**src/rtl/mem_arb_if.sv**
```systemverilog
// Requester-side access port of mem_arb: request/command from a master,
// grant, completion pulse and read data back from the arbiter.
interface mem_arb_if #(
    parameter int AW = 8,
    parameter int DW = 32
);
    logic          req;
    logic          we;
    logic [AW-1:0] addr;
    logic [DW-1:0] wdata;
    logic          gnt;
    logic          done;
    logic [DW-1:0] rdata;

    modport master (
        output req, we, addr, wdata,
        input  gnt, done, rdata
    );

    modport slave (
        input  req, we, addr, wdata,
        output gnt, done, rdata
    );
endinterface

```
**src/rtl/mem_arb.sv**
```systemverilog
// Two-port arbiter/sequencer for a single-port synchronous-read data memory.
// Define MEM_ARB_RR_EN for round-robin tie breaking; otherwise port 0 has fixed priority.
module mem_arb #(
    parameter int AW = 8,
    parameter int DW = 32
) (
    input  logic          clk,
    input  logic          rst,
    mem_arb_if.slave      m0,
    mem_arb_if.slave      m1,
    output logic          mem_en,
    output logic          mem_we,
    output logic [AW-1:0] mem_addr,
    output logic [DW-1:0] mem_wdata,
    input  logic [DW-1:0] mem_rdata,
    output logic          busy
);

    typedef enum logic [1:0] {IDLE, ISSUE, WAIT} state_t;

    state_t state;
    logic   last;
    logic   cmd_id;
    logic   cmd_we;
    logic   tie0;
    logic   pick0;
    logic   pick1;

`ifdef MEM_ARB_RR_EN
    // Port 0 wins a tie only when port 1 was the last one served.
    assign tie0 = last;
`else
    // last is still tracked, but fixed priority makes it irrelevant here.
    assign tie0 = last | 1'b1;
`endif

    assign pick0 = m0.req & (~m1.req | tie0);
    assign pick1 = m1.req & ~pick0;

    assign m0.gnt = (state == IDLE) & pick0;
    assign m1.gnt = (state == IDLE) & pick1;
    assign busy   = (state != IDLE);

    always_ff @(posedge clk or posedge rst) begin
        if (rst) begin
            state     <= IDLE;
            last      <= 1'b1;
            cmd_id    <= 1'b0;
            cmd_we    <= 1'b0;
            mem_en    <= 1'b0;
            mem_we    <= 1'b0;
            mem_addr  <= '0;
            mem_wdata <= '0;
            m0.done   <= 1'b0;
            m1.done   <= 1'b0;
            m0.rdata  <= '0;
            m1.rdata  <= '0;
        end else begin
            // mem_* are only non-zero for the single ISSUE cycle.
            mem_en    <= 1'b0;
            mem_we    <= 1'b0;
            mem_addr  <= '0;
            mem_wdata <= '0;
            m0.done   <= 1'b0;
            m1.done   <= 1'b0;
            case (state)
                IDLE: begin
                    if (pick0 || pick1) begin
                        cmd_id    <= pick1;
                        cmd_we    <= pick1 ? m1.we : m0.we;
                        last      <= pick1;
                        mem_en    <= 1'b1;
                        mem_we    <= pick1 ? m1.we : m0.we;
                        mem_addr  <= pick1 ? m1.addr : m0.addr;
                        mem_wdata <= pick1 ? m1.wdata : m0.wdata;
                        state     <= ISSUE;
                    end
                end
                ISSUE: begin
                    if (cmd_we) begin
                        if (cmd_id) m1.done <= 1'b1;
                        else        m0.done <= 1'b1;
                        state <= IDLE;
                    end else begin
                        state <= WAIT;
                    end
                end
                WAIT: begin
                    if (cmd_id) begin
                        m1.rdata <= mem_rdata;
                        m1.done  <= 1'b1;
                    end else begin
                        m0.rdata <= mem_rdata;
                        m0.done  <= 1'b1;
                    end
                    state <= IDLE;
                end
                default: state <= IDLE;
            endcase
        end
    end

endmodule

```
**src/flat_wrapper.sv**
```systemverilog
// flat-port wrapper written by rule: the top's interface ports become plain ports
module mem_arb_flat 
#(
    parameter int AW = 8,
    parameter int DW = 32
)
  (clk, rst, mem_en, mem_we, mem_addr, mem_wdata, mem_rdata, busy, m0_req, m0_we, m0_addr, m0_wdata, m0_gnt, m0_done, m0_rdata, m1_req, m1_we, m1_addr, m1_wdata, m1_gnt, m1_done, m1_rdata);
  mem_arb_if #(.AW(AW), .DW(DW)) m0_i ();
  mem_arb_if #(.AW(AW), .DW(DW)) m1_i ();
  input  logic clk;
  input  logic rst;
  output logic mem_en;
  output logic mem_we;
  output logic [AW-1:0] mem_addr;
  output logic [DW-1:0] mem_wdata;
  input  logic [DW-1:0] mem_rdata;
  output logic busy;
  input wire logic [$bits(m0_i.req)-1:0] m0_req;
  input wire logic [$bits(m0_i.we)-1:0] m0_we;
  input wire logic [$bits(m0_i.addr)-1:0] m0_addr;
  input wire logic [$bits(m0_i.wdata)-1:0] m0_wdata;
  output wire logic [$bits(m0_i.gnt)-1:0] m0_gnt;
  output wire logic [$bits(m0_i.done)-1:0] m0_done;
  output wire logic [$bits(m0_i.rdata)-1:0] m0_rdata;
  input wire logic [$bits(m1_i.req)-1:0] m1_req;
  input wire logic [$bits(m1_i.we)-1:0] m1_we;
  input wire logic [$bits(m1_i.addr)-1:0] m1_addr;
  input wire logic [$bits(m1_i.wdata)-1:0] m1_wdata;
  output wire logic [$bits(m1_i.gnt)-1:0] m1_gnt;
  output wire logic [$bits(m1_i.done)-1:0] m1_done;
  output wire logic [$bits(m1_i.rdata)-1:0] m1_rdata;
  assign m0_i.req = m0_req;
  assign m0_i.we = m0_we;
  assign m0_i.addr = m0_addr;
  assign m0_i.wdata = m0_wdata;
  assign m0_gnt = m0_i.gnt;
  assign m0_done = m0_i.done;
  assign m0_rdata = m0_i.rdata;
  assign m1_i.req = m1_req;
  assign m1_i.we = m1_we;
  assign m1_i.addr = m1_addr;
  assign m1_i.wdata = m1_wdata;
  assign m1_gnt = m1_i.gnt;
  assign m1_done = m1_i.done;
  assign m1_rdata = m1_i.rdata;
  mem_arb #(.AW(AW), .DW(DW)) u_core (.clk(clk), .rst(rst), .m0(m0_i), .m1(m1_i), .mem_en(mem_en), .mem_we(mem_we), .mem_addr(mem_addr), .mem_wdata(mem_wdata), .mem_rdata(mem_rdata), .busy(busy));
endmodule
```
**config.mk**
```make
export PLATFORM = sky130hd
export DESIGN_NAME = mem_arb_flat
export DESIGN_NICKNAME = d
export VERILOG_FILES = /design/src/rtl/mem_arb_if.sv /design/src/rtl/mem_arb.sv /design/src/flat_wrapper.sv
export SDC_FILE = /design/constraint.sdc
export NUM_CORES = 1
export LEC_CHECK = 0
export ABC_AREA = 1
export ABC_CLOCK_PERIOD_IN_PS = 4000
export CAP_MARGIN = 20
export CORE_UTILIZATION = 50
export CTS_BUF_LIST = sky130_fd_sc_hd__clkbuf_8
export DETAILED_ROUTE_END_ITERATION = 8
export DONT_BUFFER_PORTS = 1
export SLEW_MARGIN = 15
export SYNTH_ARGS = -nofsm -noshare
export SYNTH_HDL_FRONTEND = slang
export SYNTH_SLANG_ARGS = --single-unit
```
**constraint.sdc**
```tcl
create_clock -name clk -period 4 [get_ports clk]
set_input_delay 0.2 -clock clk [delete_from_list [all_inputs] [get_ports clk]]
set_output_delay 0.2 -clock clk [all_outputs]
set_load 0.01 [all_outputs]
```
==> results.yml, run 1 <==
outcome:
  status: "stopped before the end"
  haltStage: "clock tree synthesis"
  toolErrorMsg: "[ERROR RSZ-0060] Max buffer count reached."
clock_tree:
  cts_buffers: 9
  clockBufferDepth: 2
  cts_htree_levels: 3
  cts_hold_repair.buffers: 111
  post_cts_resized: 0
  cts_num_sinks: 112
  postCtsSetupBuffers: 0
  cts_root_buf: "clkbuf_8"
floorplan:
  start_util: 0.515
  ios: 229
  die_w_um: 94.0
  num_rows: 33
  die_h_um: 94.0
logic_synthesis:
  synth_largest_area_cell: "dfrtp_1"
  ys_ff_latch: 112
  syn_nets: 569
  synth.distinct_cells: 15
  synth_area_um2: 4230
  seq_area_frac_synth: 0.663
  synthDominantCellAreaShare: 0.663
  avgSynthCellArea_um2: 9.44
  synthTopCellsByArea: "dfrtp_1 (66%), nand2_1 (17%), o21ai_0 (7.8%)"
  postSynthCellCount: 448
  yosys_warnings: 0
placement:
  gp_congestion: 0.734
  io_buffers: 0
  dp_slack_ns: 2.14
  hpwlAfterDp_mm: 5.96
## per-stage QoR
stage / area (um^2) / hold slack (ns) / std cells
floorplan: 4230 / 0.310 / 448
global placement: 4260 / 0.310 / 534
detailed placement: 4260 / 0.316 / 534
## Yosys cell counts
library cell,count
buf_2,10
o21ai_0,66
ha_1,3
buf_4,7
inv_1,42
nor3_1,2
nand2_2,2
dfrtp_1,112
a21oi_1,2
inv_2,2
nand3b_1,1
nor2_1,2
nand2_1,190
clkbuf_1,3
nand3_1,4
## kinds of logic after synthesis
logic type               count (synthesis)  synth area share
AO/OA/AOI/OAI                           68            0.0805
AND/OR/NAND/NOR                        201             0.182
buffers and inverters                   64            0.0660
adder cells (fa/ha/maj)                  3           0.00887
flip-flops                             112             0.663
==> run 2: changes to the inputs <==
- CORE_UTILIZATION: 50 -> 35
- CTS_BUF_LIST: sky130_fd_sc_hd__clkbuf_8 -> unset
- PLACE_DENSITY_LB_ADDON: unset -> 0.15
==> run 2 against run 1 <==
Net effect:
- the flow now finishes, with violations (DRC)
- synthesized area is the same
- synthesized cell count is the same
==> results.yml, run 2 <==
outcome:
  status: "complete, but fails checks"
  violations: "DRC"
logic_synthesis:
  synthArstFlopShare: 1.00
  ys_ff_latch: 112
  synth_top_family_by_area: "simple AND/OR/NAND/NOR gates"
  syn_nets: 569
  avgSynthCellArea_um2: 9.44
  synthDominantCellAreaShare: 0.663
  seq_area_frac_synth: 0.663
  synth_fa_ha_area_frac: 0.00887
  synth-simple-area-share: 0.182
  postSynthCellCount: 448
  yosys_warnings: 0
  synthFlopType: "dfrtp_1"
  synth_area_um2: 4230
  synth-xor-area-share: 0
  yosysMostFrequentCell: "nand2_1"
  synthMuxAreaShare: 0
  synth_commonest_cells: "nand2_1 (190), dfrtp_1 (112), o21ai_0 (66)"
  synth_compound_area_frac: 0.0804
  synth_largest_area_cell: "dfrtp_1"
  synth_edf_count: 0
  synthTopCellsByArea: "dfrtp_1 (66%), nand2_1 (17%), o21ai_0 (7.8%)"
  synth.distinct_cells: 15
timing:
  rsz0062_at_grt: "false"
  timing_worst_slew_pin_value_ns: 0.925
  clock_skew_ns: 0.00458
  finalSetupViolCount: 0
  max_freq_ghz: 0.434
  hold_violations: 0
  tns_ns: 0
  min_period_ns: 2.30
  hold_ws_ns: 0.0106
  maxSlewViolCount: 0
  slew_headroom: 0.384
  period_share: 0.576
placement:
  gp_congestion: 0.728
  hpwlAfterDp_mm: 6.38
  io_buffers: 0
worst_setup_path:
  endpoint_kind: "register"
  crit_chain: "inv_1 > ha_1 > nand3_1 > inv_2 > nand2_1 > nand2_1 > dlygate4sd3_1"
  crit_buf_inv: 3
  worstReg2RegStart: "u_core.state[0]"
  slowest_stage: "dlygate4sd3_1"
  startpoint: "u_core.state[0]"
  worstPathArrival_ns: 2.58
  worst_path_largest_cell_delay_ns: 0.57
  crit_fanout: 41
  cp.required_ns: 4.28
  cpLargestDelayFamily: "buffers and inverters"
  crit_top_cell: "nand2_1"
  critPathKind: "reg -> reg"
  setup.worst_path.start_class: "register"
floorplan:
  core-area_um2: 11600
  die_area_um2: 12500
  num_rows: 39
  ios: 229
  die_h_um: 112
  die_w_um: 112
  start_util: 0.364
power:
  combPwrFrac: 0.209
  clock_power_share: 0.250
  p_sw_frac: 0.347
  p_leak_nw: 2.95
  ir_drop_uv: 252
  power.internal_w: 0.00258
  netSwitchingPower_w: 0.00137
  powerDensity_nw_per_um2: 713
  power_frac_seq: 0.541
detailed_routing:
  vias: 3229
  vias_per_cell: 4.78
  ant_nets: 0
  routed_wl_mm: 10.4
  first_iter_violations: 142
  dr.pass1.iters: 9
  wl_per_cell_um: 15.4
  route.detailed.drc: 13
cells_and_area:
  reg_top3: "u_core.m0.rdata x32, u_core.m1.rdata x32, u_core.mem_wdata x32"
  mostFrequentLayoutCell: "nand2_1"
  mostFrequentLayoutCells: "nand2_1 (190), dfrtp_1 (112), dlygate4sd3_1 (86)"
  antenna_cells: 0
  layout.nets: 649
  area_growth_pct: 31.1
  drive_gt1_frac: 0.0413
  fill_cells: 1085
clock_tree:
  cts_num_sinks: 112
  clockBufferDepth: 2
  cts_hold_repair.buffers: 86
  cts_htree_levels: 3
  clkTransAtPathRegs_ns: 0.07
  cts_buffers: 9
  cts_tree: "done"
  postCtsSetupBuffers: 0
  post_cts_resized: 0
  cts_root_buf: "clkbuf_16"
  clk_latency_ns: 0.34
grt:
  grt_pass1_wl_mm: 16.6
  grt_pass1_vias: 3424
  use_met2: 0.277
  grt_antenna_before_repair: 0
  grt_overflow_total: 0
  grt_start_max_net_pins: 77
  grt-busiest-layer: "met2"
  met3_usage: 0.0708
  grtUsageMet1: 0.188
  grt_use_total: 0.172
min_path:
  min-delay-start: "mem_rdata[12]"
  hp-class: "in -> reg"
flow_run:
  maxCapViolCount: 0
run 2: cell counts after synthesis:
Identical to the previous run, type by type.
run 2: per-layer routing:
metal,wire (um),vias up,share of wire
met4,379,0,0.036
met2,4780,184,0.46
met3,1200,29,0.12
li1,-,1526,-
met1,4040,1490,0.39
met5,0,-,0
run 2: final cells by class:
type	count	area, um^2	share of cell area
clock buffer	14	274	0.0494
inverter	44	168	0.0302
multi-input combinational	272	1150	0.207
timing repair buffer	89	916	0.165
tap	143	179	0.0323
sequential	112	2800	0.505
clock inverter	2	60.1	0.0108
run 2: power groups by stage:
stage	logic, W	clock network (W)	registers [W]
floorplan	0.000546	0	0.00204
global placement	0.000606	0	0.00217
detailed placement	0.000635	0	0.00216
CTS	0.000806	0.00102	0.00215
global route	0.000971	0.00106	0.00219
finish	0.000828	0.000987	0.00214
run 2: worst paths after layout:
path                            depth (start not counted)  slack (ns)                    to
max in group asynchronous                               3        2.47   u_core.mem_wdata[3]
worst max register to register                          7        1.70  u_core.mem_wdata[16]
worst min-delay path                                    2        0.01   u_core.m0.rdata[12]
worst min register to register                          1        0.49        u_core.m0.done
min in group asynchronous                               2        0.55  u_core.mem_wdata[24]
worst max-delay path                                    7        1.70  u_core.mem_wdata[16]
run 2: metrics by stage:
| step | setup slack [ns] | instances | instance area (um^2) | util | total power, W |
|---|---|---|---|---|---|
| floorplan | 0.841 | 448 | 4230 | - | 0.00258 |
| global route | 1.56 | 676 | 5550 | 0.478 | 0.00422 |
| detailed placement | 2.12 | 572 | 4310 | 0.371 | 0.00280 |
| global placement | 2.20 | 572 | 4310 | 0.371 | 0.00277 |
| CTS | 1.76 | 674 | 5500 | 0.474 | 0.00397 |
| finish | 1.70 | 676 | 5550 | 0.478 | 0.00395 |
run 2: logic make-up (layout without fill, tap and decap cells):
group | after synthesis | after routing
simple gates | 201 | 201
flops | 112 | 112
compound gates | 68 | 68
buf+inv | 64 | 149
fa+ha+maj | 3 | 3
run 2: worst reg2reg max path, cell delays in order, from the launching register on:
cell and delay (ns):
dfrtp_1 0.39, inv_1 0.10, ha_1 0.26, nand3_1 0.14, inv_2 0.52, nand2_1 0.14
nand2_1 0.11, dlygate4sd3_1 0.57
(Power assumes the default switching activity.)
